==> src/rtl/tim_pkg.sv <==
// Shared definitions for the tim timer peripheral: bus widths, register
// offsets and bit positions inside CTRL and STATUS.
package tim_pkg;

  localparam int BUS_AW = 32;
  localparam int BUS_DW = 32;

  localparam logic [7:0] TIM_CTRL   = 8'h00;
  localparam logic [7:0] TIM_PSC    = 8'h04;
  localparam logic [7:0] TIM_CNT    = 8'h08;
  localparam logic [7:0] TIM_CMP    = 8'h0C;
  localparam logic [7:0] TIM_STATUS = 8'h10;

  localparam int TIM_EN_BIT      = 0;
  localparam int TIM_ONESHOT_BIT = 1;
  localparam int TIM_IRQEN_BIT   = 2;
  localparam int TIM_MATCH_BIT   = 0;

  typedef struct packed {
    logic irq_en;
    logic oneshot;
    logic en;
  } ctrl_t;

endpackage

==> src/rtl/tim_prescaler.sv <==
// Prescaler for tim: emits a one-cycle tick every psc+1 enabled cycles.
// Held at zero while disabled so a fresh enable always starts a full period.
module tim_prescaler import tim_pkg::*; #(
  parameter int PSC_W = 16
) (
  input  logic             clk,
  input  logic             rst_n,
  input  logic             en,
  input  logic [PSC_W-1:0] psc,
  output logic             tick
);

  logic [PSC_W-1:0] psc_cnt_q;
  logic [PSC_W-1:0] psc_cnt_d;

  // Tick on terminal count, then wrap; otherwise step while enabled
  always_comb begin
    tick      = en && (psc_cnt_q == psc);
    psc_cnt_d = '0;
    if (en && !tick) begin
      psc_cnt_d = psc_cnt_q + PSC_W'(1);
    end
  end

  // Prescaler count register
  always_ff @(posedge clk) begin
    if (!rst_n) begin
      psc_cnt_q <= '0;
    end else begin
      psc_cnt_q <= psc_cnt_d;
    end
  end

endmodule

==> src/rtl/tim.sv <==
// tim: memory-mapped 32-bit timer with prescaler, compare match, one-shot
// mode and a level interrupt. Define TIM_PWM_EN to add the pwm_o output.
module tim import tim_pkg::*; #(
  parameter logic [31:0] BASE_ADDR = 32'h4000_0000,
  parameter int          PSC_W     = 16
) (
  input  logic              clk,
  input  logic              rst_n,
  input  logic [BUS_AW-1:0] tim_addr_i,
  input  logic [BUS_DW-1:0] tim_data_i,
  input  logic              tim_we_i,
  input  logic              tim_re_i,
  output logic [BUS_DW-1:0] tim_data_o,
  output logic              tim_irq
`ifdef TIM_PWM_EN
  ,
  output logic              pwm_o
`endif
);

  ctrl_t             ctrl_q,  ctrl_d;
  logic [PSC_W-1:0]  psc_q,   psc_d;
  logic [31:0]       cnt_q,   cnt_d;
  logic [31:0]       cmp_q,   cmp_d;
  logic              match_q, match_d;
  logic              irq_q,   irq_d;
  logic [BUS_DW-1:0] rdata_q, rdata_d;
  logic [BUS_DW-1:0] rd_val;
  logic [7:0]        offset;
  logic              sel;
  logic              wr;
  logic              rd;
  logic              tick;
  logic              match_hit;

  tim_prescaler #(.PSC_W(PSC_W)) u_prescaler (
    .clk   (clk),
    .rst_n (rst_n),
    .en    (ctrl_q.en),
    .psc   (psc_q),
    .tick  (tick)
  );

  // Address decode and read-data mux over the current register values
  always_comb begin
    sel    = (tim_addr_i[31:8] == BASE_ADDR[31:8]);
    offset = tim_addr_i[7:0];
    wr     = tim_we_i && sel;
    rd     = tim_re_i && sel;
    rd_val = '0;
    case (offset)
      TIM_CTRL: begin
        rd_val[TIM_EN_BIT]      = ctrl_q.en;
        rd_val[TIM_ONESHOT_BIT] = ctrl_q.oneshot;
        rd_val[TIM_IRQEN_BIT]   = ctrl_q.irq_en;
      end
      TIM_PSC:    rd_val[PSC_W-1:0]    = psc_q;
      TIM_CNT:    rd_val               = cnt_q;
      TIM_CMP:    rd_val               = cmp_q;
      TIM_STATUS: rd_val[TIM_MATCH_BIT] = match_q;
      default:    rd_val               = '0;
    endcase
  end

  // Next state: counter events first, bus writes last so they win conflicts,
  // except that a fresh match beats a STATUS clear
  always_comb begin
    match_hit = tick && (cnt_q == cmp_q);
    ctrl_d    = ctrl_q;
    psc_d     = psc_q;
    cnt_d     = cnt_q;
    cmp_d     = cmp_q;
    match_d   = match_q;
    irq_d     = match_q && ctrl_q.irq_en;
    rdata_d   = rd ? rd_val : rdata_q;

    if (tick) begin
      if (match_hit) begin
        cnt_d = '0;
        if (ctrl_q.oneshot) begin
          ctrl_d.en = 1'b0;
        end
      end else begin
        cnt_d = cnt_q + 32'd1;
      end
    end

    if (wr) begin
      case (offset)
        TIM_CTRL: begin
          ctrl_d.en      = tim_data_i[TIM_EN_BIT];
          ctrl_d.oneshot = tim_data_i[TIM_ONESHOT_BIT];
          ctrl_d.irq_en  = tim_data_i[TIM_IRQEN_BIT];
        end
        TIM_PSC:    psc_d = tim_data_i[PSC_W-1:0];
        TIM_CNT:    cnt_d = tim_data_i;
        TIM_CMP:    cmp_d = tim_data_i;
        TIM_STATUS: begin
          if (tim_data_i[TIM_MATCH_BIT]) begin
            match_d = 1'b0;
          end
        end
        default: ;
      endcase
    end

    if (match_hit) begin
      match_d = 1'b1;
    end
  end

  // Register file, status, interrupt and read-data flops
  always_ff @(posedge clk) begin
    if (!rst_n) begin
      ctrl_q  <= '0;
      psc_q   <= '0;
      cnt_q   <= '0;
      cmp_q   <= '0;
      match_q <= 1'b0;
      irq_q   <= 1'b0;
      rdata_q <= '0;
    end else begin
      ctrl_q  <= ctrl_d;
      psc_q   <= psc_d;
      cnt_q   <= cnt_d;
      cmp_q   <= cmp_d;
      match_q <= match_d;
      irq_q   <= irq_d;
      rdata_q <= rdata_d;
    end
  end

  assign tim_data_o = rdata_q;
  assign tim_irq    = irq_q;

`ifdef TIM_PWM_EN
  logic pwm_q, pwm_d;

  // PWM level is high while the count is still below the compare value
  always_comb begin
    pwm_d = ctrl_q.en && (cnt_q < cmp_q);
  end

  // PWM output register
  always_ff @(posedge clk) begin
    if (!rst_n) begin
      pwm_q <= 1'b0;
    end else begin
      pwm_q <= pwm_d;
    end
  end

  assign pwm_o = pwm_q;
`endif

endmodule
==> config.mk <==
export PLATFORM = sky130hd
export DESIGN_NAME = tim
export DESIGN_NICKNAME = d
export VERILOG_FILES = /design/src/rtl/tim_pkg.sv /design/src/rtl/tim_prescaler.sv /design/src/rtl/tim.sv
export SDC_FILE = /design/constraint.sdc
export NUM_CORES = 1
export LEC_CHECK = 0
export CORE_MARGIN = 2
export CORE_UTILIZATION = 35
export CTS_BUF_LIST = sky130_fd_sc_hd__clkbuf_4
export CTS_CLUSTER_SIZE = 10
export DETAILED_ROUTE_END_ITERATION = 10
export PLACE_DENSITY = 0.62
export SYNTH_ARGS = -nofsm -noshare
export SYNTH_HDL_FRONTEND = slang
export SYNTH_SLANG_ARGS = --single-unit
==> constraint.sdc <==
create_clock -name clk -period 5.25 [get_ports clk]
set_input_delay 0.7875 -clock clk [delete_from_list [all_inputs] [get_ports clk]]
set_output_delay 0.7875 -clock clk [all_outputs]
set_load 0.05 [all_outputs]
==> results of run 1 <==
-- worst max-delay path, delay by kind of cell --
kind | cells | cell delay [ns]
compound gates | 2 | 0.23
buf+inv | 5 | 1.55
simple gates | 4 | 0.95
-- metrics by stage --
step / hold slack (ns) / cell area, µm² / total power, µW / std cells
6_report: 0.4660 / 8163 / 1896 / 1096
5_1_grt: 0.4997 / 8163 / 1962 / 1096
4_1_cts: 0.4731 / 8160 / 1911 / 1095
3_5_place_dp: 0.4572 / 7840 / 1133 / 1063
3_3_place_gp: 0.4431 / 7840 / 1133 / 1063
2_1_floorplan: 0.4543 / 6686 / 1059 / 769
-- how the worst max path moves through the flow --
stage                   from         to  cells past startpoint
2_1_floorplan  tim_addr_i[5]  cnt_q[22]                      8
6_report       tim_addr_i[3]  cnt_q[19]                     11
3_3_place_gp   tim_addr_i[3]  cnt_q[19]                     11
3_5_place_dp   tim_addr_i[3]  cnt_q[19]                     11
5_1_grt        tim_addr_i[3]  cnt_q[19]                     11
4_1_cts        tim_addr_i[3]  cnt_q[19]                     11
-- flip-flops by register name (all words and copies together) (netlist names) --
| register | count |
|---|---|
| tim_irq | 1 |
| cmp_q | 32 |
| psc_q | 16 |
| match_q | 1 |
| tim_data_o | 32 |
| cnt_q | 32 |
| u_prescaler.psc_cnt_q | 16 |
| ctrl_q | 3 |
-- synth_stat cells, types with 7 or more instances --
cell	instances
a21oi_1	26
a21oi_2	28
a221oi_1	16
a22o_1	39
a22oi_1	14
and2_1	11
and3_1	13
and4_1	10
buf_2	13
clkbuf_1	34
dfxtp_1	133
inv_1	7
mux2_2	14
nand2_1	119
nand3_1	20
nand4_1	31
nor2_1	56
nor3_1	26
nor4_1	12
o21ai_0	8
xnor2_1	44
xor2_1	44
-- cell usage in the layout, fill, tap and decap left out, drive strengths merged, types with 21 or more instances in the layout --
master and count:
nand4 31, nand2 120, nor2 56, xor2 44
nand3 21, a21oi 54, a22o 39, dfxtp 133
xnor2 44, clkdlybuf4s50 100, nor3 29, clkbuf 22
-- power breakdown --
part	total (µW)	switching (µW)	internal, µW
registers	1010	0.00000488	1010
logic	101	48.2	52.9
clock network	787	385	401
total	1900	434	1460
-- final cells by class --
type / instances / area [µm²] / area share
tap: 234 / 292.8 / 0.03587
antenna: 1 / 2.502 / 0.0003066
clock buffer: 22 / 165.2 / 0.02023
sequential: 133 / 2663 / 0.3262
clock inverter: 10 / 155.1 / 0.01901
inverter: 7 / 26.28 / 0.003219
multi-input combinational: 575 / 3752 / 0.4597
timing repair buffer: 114 / 1106 / 0.1355
-- cell families after synthesis --
logic type | synth area share
flip-flops | 0.3982
buffers and inverters | 0.04285
adder cells (fa/ha/maj) | 0.003742
AO/OA/AOI/OAI | 0.1679
multiplexers | 0.03480
XOR/XNOR | 0.1153
AND/OR/NAND/NOR | 0.2373
-- per-layer routing --
layer  track usage  vias up  part of all wire
met3       0.04240       16             0.047
met2        0.3038      154              0.46
met5             0        -                 0
li1              -     2904                 -
met4       0.05158        0             0.012
met1        0.2714     2776              0.48
==> summary.md, run 1 <==
| Metric | Value |
|---|---|
| Synthesized cell area | 0.006686 mm² |
| Outcome | finished, final reports clean |
| Sequential area share after synthesis | 0.3982 |
| Die area | 0.02023 mm² |
| Shortest period the worst path allows | 3.023 ns |
| CTS Buf Count | 17 |
| Hold path start | tim_data_o[1] |
| Row count | 50 |
| LEAKAGE | 0.002899 µW |
| EDFF count, synth | 0 |
| Synth area leader | dfxtp_1 |
| Pre-antenna DRT Iters | 6 |
| Vias in the first global route | 5546 |
| Final net count | 918 |
| RSZ-0062 raised after global routing | false |
| Layout cells sized above 1 | 0.1220 |
| Tcrit/Tclk final | 0.5758 |
| Die W | 142.2 µm |
| Tot GR Track Use | 0.1944 |
| Vias | 5850 |
| DRC violation total after the first TritonRoute iteration | 353 |
| Starting density of the core | 0.3575 |
| Fmax | 330.8 MHz |
| Hold_buf cts | 0 |
| Worst Path Required | 5.75 ns |
| GRT overflow | 0 |
| CP max stage delay | 0.48 ns |
| Reg2Reg Launch Point | u_prescaler.psc_cnt_q[6] |
| Root Buffer | clkbuf_4 |
| Pins over their slew limit | 0 |
| Crit path DAT | 3.53 ns |
| CP dominant cell by count | buf_4 |
| Setup_tns | 0 ns |
| Final count of negative-setup-slack endpoints | 0 |
| VDD IR max | 128.1 µV |
| HPWL Detailed | 13.91 mm |
| Largest net degree at the start of global routing | 55 |
| Clock Pin Slew Worst Setup and Hold Paths | 0.11 ns |
| Share of the core filled with cells | 0.4364 |
| DP Worst Slack | 1.674 ns |
| Worst hold endpoint | tim_data_o[1] |
| H-tree levels | 4 |
| Clk sinks | 133 |
| Final setup margin | 2.227 ns |
| Critical-path cell list | clkdlybuf4s50_1 > buf_4 > nor2b_1 > buf_4 > nor4b_4 > buf_4 > and4_1 > buf_4 > nand2_1 > o41ai_1 > a31o_2 |
| Ys Warns | 0 |
| R2r worst-path depth | 8 |
| Cell Pwr Density | 232.3 mW/mm² |
| Post-CTS setup buffers | 0 |
| Ports | 101 |
| Slew margin rel. | 0.5195 |
| Number of max-cap violations | 0 |
| Clock Path Buffers | 2 |
| Area share of the largest cell type after synthesis | 0.3982 |
| Wirelength per Cell | 17.61 µm |
| Top_reg_cell synth | dfxtp_1 |
| Area Overhead vs Synth | 22.08% |
| Post-CTS sizing | 0 |
| Flops & latches, synth | 133 |
| CTS tree | done |
| Syn nets | 839 |
| Antenna-violating nets left | 0 |
| Slew @ Worst Pin | 0.7152 ns |
| Crit path capture type | flip-flop |
| Die height | 142.2 µm |
| Routed WL | 19.30 mm |
| Worst r2r dst | cnt_q[28] |
| First-pass GRT wire length | 30.50 mm |
| R2R Setup Slk | 2.55 ns |
| Worst-Skew Late Latency | 0.56 ns |
| Yosys cell types | 54 |
| Fin. Hold Viols | 0 |
| Startpoint types | primary input |
| DR vias/cell | 5.338 |
| DRC viols | 0 |
| GP Congestion | 0.8513 |
| Core Area | 0.01871 mm² |
| Synth top area cells | dfxtp_1 (40%), nand2_1 (6.7%), xnor2_1 (5.8%) |
| Worst Path Max Fanout | 21 |
| Final Skew | 0.02231 ns |
| Fillers | 1877 |
| Port Buffers | 100 |
| Initial antenna violation count | 1 |
| Critical path's slowest cell | and4_1 |
| Ys async rst share | 0 |
| Gate Count Post-Synth | 769 |
| Hold crit path type | reg -> reg |
| Synth Area per Inst | 8.695 µm² |
| Critical path class | in -> reg |
| Hold Path Depth | 2 |
No activity file was read; power rests on OpenSTA's default activity.
==> inputs of run 2 (changes only) <==
--- a/config.mk
+++ b/config.mk
@@ -10,7 +10,7 @@
 export CTS_BUF_LIST = sky130_fd_sc_hd__clkbuf_4
 export CTS_CLUSTER_SIZE = 10
 export DETAILED_ROUTE_END_ITERATION = 10
-export PLACE_DENSITY = 0.62
+export PLACE_DENSITY = 0.64
 export SYNTH_ARGS = -nofsm -noshare
 export SYNTH_HDL_FRONTEND = slang
 export SYNTH_SLANG_ARGS = --single-unit
==> constraint.sdc (replaced) <==
create_clock -name clk -period 2.5 [get_ports clk]
set_input_delay 0.375 -clock clk [delete_from_list [all_inputs] [get_ports clk]]
set_output_delay 0.375 -clock clk [all_outputs]
set_load 0.05 [all_outputs]
==> run 2 against run 1 <==
Die area unchanged. Largest power group unchanged. Final cell count up 2.7%. Sequential share of layout area down 1.3 points. First-iteration DRC count up 15%. Critical path type is now reg -> reg. Via count up 3.6%. Total power up 100%. Worst setup slack worse by 1.9 ns. Critical path depth down 3. Final area up 4.2%.
==> summary.md, run 2 (synthesized netlist as in run 1, its figures left out) <==
| Metric | Value |
|---|---|
| Outcome | finished, final reports clean |
| Worst r2r dst | cnt_q[9] |
| Hold_buf cts | 0 (unchanged) |
| LEAKAGE | 0.003078 µW (+6.2%) |
| Final count of negative-setup-slack endpoints | 0 (unchanged) |
| Antenna-violating nets left | 0 (unchanged) |
| Tot GR Track Use | 0.1983 (+0.003940) |
| Die height | 142.2 µm (unchanged) |
| H-tree levels | 4 (unchanged) |
| Setup_tns | 0 ns (unchanged) |
| Cell Pwr Density | 453.8 mW/mm² (+95%) |
| First-pass GRT wire length | 31.26 mm (+2.5%) |
| Routed met3 length | 1.185 mm (+32%) |
| Top Layer Used | met4 |
| Final Skew | 0.02830 ns (+0.005989 ns) |
| Slew @ Worst Pin | 0.4966 ns (-0.2186 ns) |
| R2R Setup Slk | 0.28 ns (-2.27 ns) |
| Internal | 2958 µW (+100%) |
| Layout cells sized above 1 | 0.1491 (+0.02715) |
| Row count | 50 (unchanged) |
| Fmax | 449.9 MHz |
| CTS Buf Count | 17 (unchanged) |
| Worst-Skew Late Latency | 0.55 ns (about the same) |
| Number of max-cap violations | 0 (unchanged) |
| Tcrit/Tclk final | 0.8891 |
| Worst hold endpoint | cmp_q[31] |
| Flop pwr share | 0.549 (+0.017) |
| Commonest non-fill, non-tap cell in the layout | dfxtp_1 |
| Clk sinks | 133 (unchanged) |
| Vias | 6058 (+3.6%) |
| Worst Path Required | 2.99 ns (-2.76 ns) |
| Reg2Reg Launch Point | u_prescaler.psc_cnt_q[11] |
| Post-CTS setup buffers | 0 (unchanged) |
| NetSw | 900.6 µW (+110%) |
| Most frequent cells in the layout | dfxtp_1 (133), nand2_1 (119), clkdlybuf4s50_1 (100) |
| Ports | 101 (unchanged) |
| Starting density of the core | 0.3575 (unchanged) |
| Sw frac | 0.2334 (+0.004758) |
| CTS tree | done |
| DRT met1 WL | 9.244 mm (-1.1%) |
| Worst Path Max Fanout | 22 (+4.8%) |
| Core Area | 0.01871 mm² (unchanged) |
| Final net count | 949 (+3.4%) |
| Die area | 0.02023 mm² (unchanged) |
| Crit path DAT | 2.72 ns (-0.81 ns) |
| Crit path capture type | flip-flop |
| Reg area | 0.002663 mm² (unchanged) |
| Hold crit path type | in -> reg |
| DRC viols | 0 (unchanged) |
| Fin. Hold Viols | 0 (unchanged) |
| Die W | 142.2 µm (unchanged) |
| Area Overhead vs Synth | 27.15% |
| Hold path start | tim_data_i[31] |
| HPWL Detailed | 14.31 mm (+2.9%) |
| R2r worst-path depth | 8 (unchanged) |
| Fillers | 1814 (-3.4%) |
| Final setup margin | 0.2771 ns (-1.950 ns) |
| Clock power frac | 0.394 (-0.021) |
| Clock Path Buffers | 2 (unchanged) |
| Post-CTS sizing | 0 (unchanged) |
| Hold Path Depth | 3 (+1) |
| Comb power frac | 0.057 (+0.004) |
| Startpoint types | flip-flop |
| DRC violation total after the first TritonRoute iteration | 405 (+15%) |
| DR vias/cell | 5.380 (+0.80%) |
| VDD IR max | 242.4 µV (+89%) |
| DP Worst Slack | -0.04959 ns (-1.724 ns) |
| Shortest period the worst path allows | 2.223 ns |
| Critical path class | reg -> reg |
| Pre-antenna DRT Iters | 5 (-1) |
| Port Buffers | 100 (unchanged) |
| Met2 WL | 8.998 mm (+2.0%) |
| Slew margin rel. | 0.6659 (+0.1463) |
| Initial antenna violation count | 0 (-1) |
| Multi-input gate area | 0.003752 mm² (unchanged) |
| GRT overflow | 0 (unchanged) |
| Pins over their slew limit | 0 (unchanged) |
| Root Buffer | clkbuf_4 |
| GP Congestion | 0.8598 (+1.0%) |
| Clock Pin Slew Worst Setup and Hold Paths | 0.11 ns (about the same) |
| RSZ-0062 raised after global routing | false |
| Vias in the first global route | 5763 (+3.9%) |
| Largest net degree at the start of global routing | 38 (-31%) |
| N_diodes | 0 (-1) |
| Wirelength per Cell | 17.50 µm (-0.63%) |
| Routed WL | 19.71 mm (+2.1%) |
## run 2: cell count changes in the layout (fill, tap and decap cells not counted)
| cell | previous run | this run |
|---|---|---|
| buf_4 | 14 | 34 |
| buf_12 | 0 | 11 |
| clkinv_1 | 1 | 4 |
| clkinv_2 | 3 | 1 |
| bufinv_16 | 4 | 3 |
| clkbuf_4 | 22 | 21 |
| clkinvlp_4 | 1 | 2 |
| diode_2 | 1 | 0 |
## run 2: layout make-up
class,count,area share
timing repair buffer,145,0.1737
clock buffer,21,0.01854
sequential,133,0.3132
clock inverter,11,0.01575
tap,234,0.03444
inverter,7,0.003091
multi-input combinational,575,0.4414
## run 2: worst max path at each step
| stage | from | endpoint | slack [ns] | cells after the start |
|---|---|---|---|---|
| 2_1_floorplan | tim_addr_i[5] | cnt_q[27] | 0.37 | 8 |
| 3_3_place_gp | tim_addr_i[12] | psc_q[14] | -0.04 | 8 |
| 3_5_place_dp | tim_addr_i[12] | psc_q[12] | -0.05 | 8 |
| 4_1_cts | u_prescaler.psc_cnt_q[11] | cnt_q[9] | 0.27 | 8 |
| 5_1_grt | u_prescaler.psc_cnt_q[11] | cnt_q[9] | 0.08 | 8 |
| 6_report | u_prescaler.psc_cnt_q[11] | cnt_q[9] | 0.28 | 8 |
## run 2: metrics by stage
stage                     std cells  hold slack (ns)  total power [µW]  utilization  cell area, µm²
after global placement         1094           0.4488              2387       0.4389            8210
after global routing           1126           0.4012              3994       0.4545            8502
after detailed placement       1094           0.4598              2386       0.4389            8210
final                          1126           0.4306              3858       0.4545            8502
after CTS                      1126           0.4003              3884       0.4545            8502
after floorplan                 769           0.4543              2224            -            6686
## run 2: worst max-delay path, stage by stage (launching register included)
cell	delay, ns
dfxtp_1	0.44
xnor2_1	0.14
nand4_1	0.26
nor4_2	0.27
buf_4	0.22
buf_12	0.17
o211ai_1	0.20
o31ai_1	0.26
o221a_2	0.21
## run 2: layer usage
metal / vias to the layer above / track usage
met1: 2885 / 0.2723
met3: 22 / 0.04946
met5: - / 0
met2: 186 / 0.3105
met4: 0 / 0.05368
li1: 2965 / -
## run 2: power by group through the flow
stage	Combinational [µW]	Clock (µW)	Sequential, µW
after floorplan	58.2	0	2170
after global placement	221	0	2170
after detailed placement	220	0	2170
after CTS	221	1550	2120
after global routing	234	1640	2120
final	222	1520	2120
==> inputs of run 3 (changes only) <==
--- a/config.mk
+++ b/config.mk
@@ -5,11 +5,13 @@
 export SDC_FILE = /design/constraint.sdc
 export NUM_CORES = 1
 export LEC_CHECK = 0
+export CAP_MARGIN = 20
 export CORE_MARGIN = 2
 export CORE_UTILIZATION = 35
 export CTS_BUF_LIST = sky130_fd_sc_hd__clkbuf_4
 export CTS_CLUSTER_SIZE = 10
 export DETAILED_ROUTE_END_ITERATION = 10
+export GPL_TIMING_DRIVEN = 0
 export PLACE_DENSITY = 0.64
 export SYNTH_ARGS = -nofsm -noshare
 export SYNTH_HDL_FRONTEND = slang
==> run 3 against run 2 <==
Clock skew decreased by 0.0054 ns. Maximum frequency decreased by 8.1%. Worst setup slack lost 0.20 ns. Largest power group unchanged. Highest routed layer unchanged.
==> summary.md, run 3 (synthesized netlist as in run 1, its figures left out) <==
| Metric | Value |
|---|---|
| Outcome | finished, final reports clean |
| Pre-antenna DRT Iters | 6 (+1) |
| Fmax | 413.3 MHz (-8.1%) |
| Final Cell Area | 0.008426 mm² (-0.90%) |
| Share of the core filled with cells | 0.4504 (-0.004080) |
| Design Power | 4274 µW (+11%) |
| Tcrit/Tclk final | 0.9679 (+0.07872) |
| Tot GR Track Use | 0.2136 (+0.01527) |
| Clk sinks | 133 (unchanged) |
| Core Area | 0.01871 mm² (unchanged) |
| Antenna-violating nets left | 0 (unchanged) |
| Hold crit path type | in -> reg |
| Critical path startpoint | cnt_q[2] |
| Most frequent cells in the layout | dfxtp_1 (133), nand2_1 (119), clkdlybuf4s50_1 (100) |
| Slew margin rel. | 0.4762 (-0.1896) |
| Cell Pwr Density | 507.3 mW/mm² (+12%) |
| Commonest non-fill, non-tap cell in the layout | dfxtp_1 |
| Vias in the first global route | 6037 (+4.8%) |
| Number of max-cap violations | 0 (unchanged) |
| VDD IR max | 298.7 µV (+23%) |
| Initial antenna violation count | 0 (unchanged) |
| Die height | 142.2 µm (unchanged) |
| Reg2Reg Launch Point | cnt_q[2] |
| Startpoint types | flip-flop |
| DRC violation total after the first TritonRoute iteration | 454 (+12%) |
| Fillers | 1858 (+2.4%) |
| GP Congestion | 0.8502 (-1.1%) |
| GRT overflow | 0 (unchanged) |
| Routed WL | 21.08 mm (+7.0%) |
| Layout cells sized above 1 | 0.1338 (-0.01532) |
| Critical Path Sink | cnt_q[21] |
| Critical path class | reg -> reg |
| CTS tree | done |
| Clock Path Buffers | 2 (unchanged) |
| LEAKAGE | 0.003018 µW (-1.9%) |
| Area Overhead vs Synth | 26.01% |
| Reg area | 0.002663 mm² (unchanged) |
| Fin. Hold Viols | 0 (unchanged) |
| R2R Setup Slk | 0.08 ns (-0.20 ns) |
| H-tree levels | 4 (unchanged) |
| RSZ-0062 raised after global routing | true |
| First-pass GRT wire length | 32.90 mm (+5.2%) |
| Largest net degree at the start of global routing | 17 (-55%) |
| Die area | 0.02023 mm² (unchanged) |
| Ports | 101 (unchanged) |
| Root Buffer | clkbuf_4 |
| Hold_buf cts | 0 (unchanged) |
| Worst-Skew Late Latency | 0.57 ns (+0.02 ns) |
| Placed inst area | 0.007980 mm² (-2.8%) |
| Worst Path Required | 2.97 ns (-0.02 ns) |
| Shortest period the worst path allows | 2.420 ns (+0.1968 ns) |
| Pins over their slew limit | 0 (unchanged) |
| Clock Pin Slew Worst Setup and Hold Paths | 0.13 ns (+0.02 ns) |
| Final net count | 954 (+0.53%) |
| Crit path capture type | flip-flop |
| Worst r2r dst | cnt_q[21] |
| Die W | 142.2 µm (unchanged) |
| DRC viols | 0 (unchanged) |
| Final count of negative-setup-slack endpoints | 0 (unchanged) |
| R2r worst-path depth | 7 (-1) |
| Worst Path Max Fanout | 10 (-55%) |
| Final Skew | 0.02285 ns (-0.005449 ns) |
| Multi-input gate area | 0.003800 mm² (+1.3%) |
| Row count | 50 (unchanged) |
| Starting density of the core | 0.3575 (unchanged) |
| Slew @ Worst Pin | 0.7796 ns (+0.2830 ns) |
| Placed cell count | 1103 (+0.82%) |
| Wirelength per Cell | 18.63 µm (+6.5%) |
| Vias | 6188 (+2.1%) |
| Port Buffers | 100 (unchanged) |
| Crit path DAT | 2.89 ns (+0.17 ns) |
| CTS Buf Count | 17 (unchanged) |
| DR vias/cell | 5.471 (+1.7%) |
| N_diodes | 0 (unchanged) |
| HPWL Detailed | 15.90 mm (+11%) |
| Non-Filler Instances | 1131 (+0.44%) |
## run 3: cell type report
class	count	area share
Multi-Input combinational cell	575	0.4510
Inverter	7	0.003119
Timing Repair Buffer	101	0.1197
Clock buffer	17	0.01515
Tap cell	234	0.03475
Buffer	49	0.02955
Sequential cell	133	0.3160
Clock inverter	15	0.03074
## run 3: power by group
| group | internal (µW) | leakage (µW) | switching (µW) |
|---|---|---|---|
| Clock | 1090 | 0.000203 | 847 |
| Combinational | 111 | 0.00174 | 113 |
| Sequential | 2120 | 0.00107 | 0.0000103 |
| Total | 3310 | 0.00302 | 960 |
## run 3: worst min path at each step
stage                    from       endpoint  slack [ns]  cells after the start
2_1_floorplan        psc_q[1]       psc_q[1]        0.45                      2
3_3_place_gp    tim_data_o[2]  tim_data_o[2]        0.45                      2
3_5_place_dp    tim_data_o[2]  tim_data_o[2]        0.46                      2
4_1_cts        tim_data_i[17]      cmp_q[17]        0.36                      3
5_1_grt        tim_data_i[17]      cmp_q[17]        0.37                      3
6_report       tim_data_i[17]      cmp_q[17]        0.39                      3
## run 3: worst max-delay path: stages (launching register included)
cell,delay (ns)
dfxtp_1,0.52
xor2_1,0.14
nor4_1,0.44
nand4_1,0.27
nor2_4,0.27
a21oi_2,0.21
buf_2,0.27
a22o_1,0.21
## run 3: per-layer routing
metal  GRT usage  vias to the layer above  part of all wire  routed length [µm]
met4     0.07947                        0             0.025                 521
met2      0.3427                      237              0.46                9682
li1            -                     2973                 -                   -
met5           0                        -                 0                   0
met1      0.2851                     2946              0.45                9494
met3     0.04139                       32             0.065                1378
## run 3: per-stage QoR
| step | TNS, ns | hold slack, ns | worst slack [ns] |
|---|---|---|---|
| 6_report | 0 | 0.3884 | 0.08035 |
| 5_1_grt | -0.01485 | 0.3662 | -0.006496 |
| 4_1_cts | 0 | 0.3630 | 0.01320 |
| 3_5_place_dp | -46.59 | 0.4553 | -0.8891 |
| 3_3_place_gp | -44.61 | 0.4461 | -0.8385 |
| 2_1_floorplan | 0 | 0.4543 | 0.3686 |
## run 3: timing repair
| action | in CTS | in global routing |
|---|---|---|
| gates cloned | 0 | 0 |
| pin swaps | 0 | 1 |
| endpoints found under the setup margin | 41 | 66 |
| gates resized for setup | 5 | 12 |
| buffers inserted | 0 | 1 |
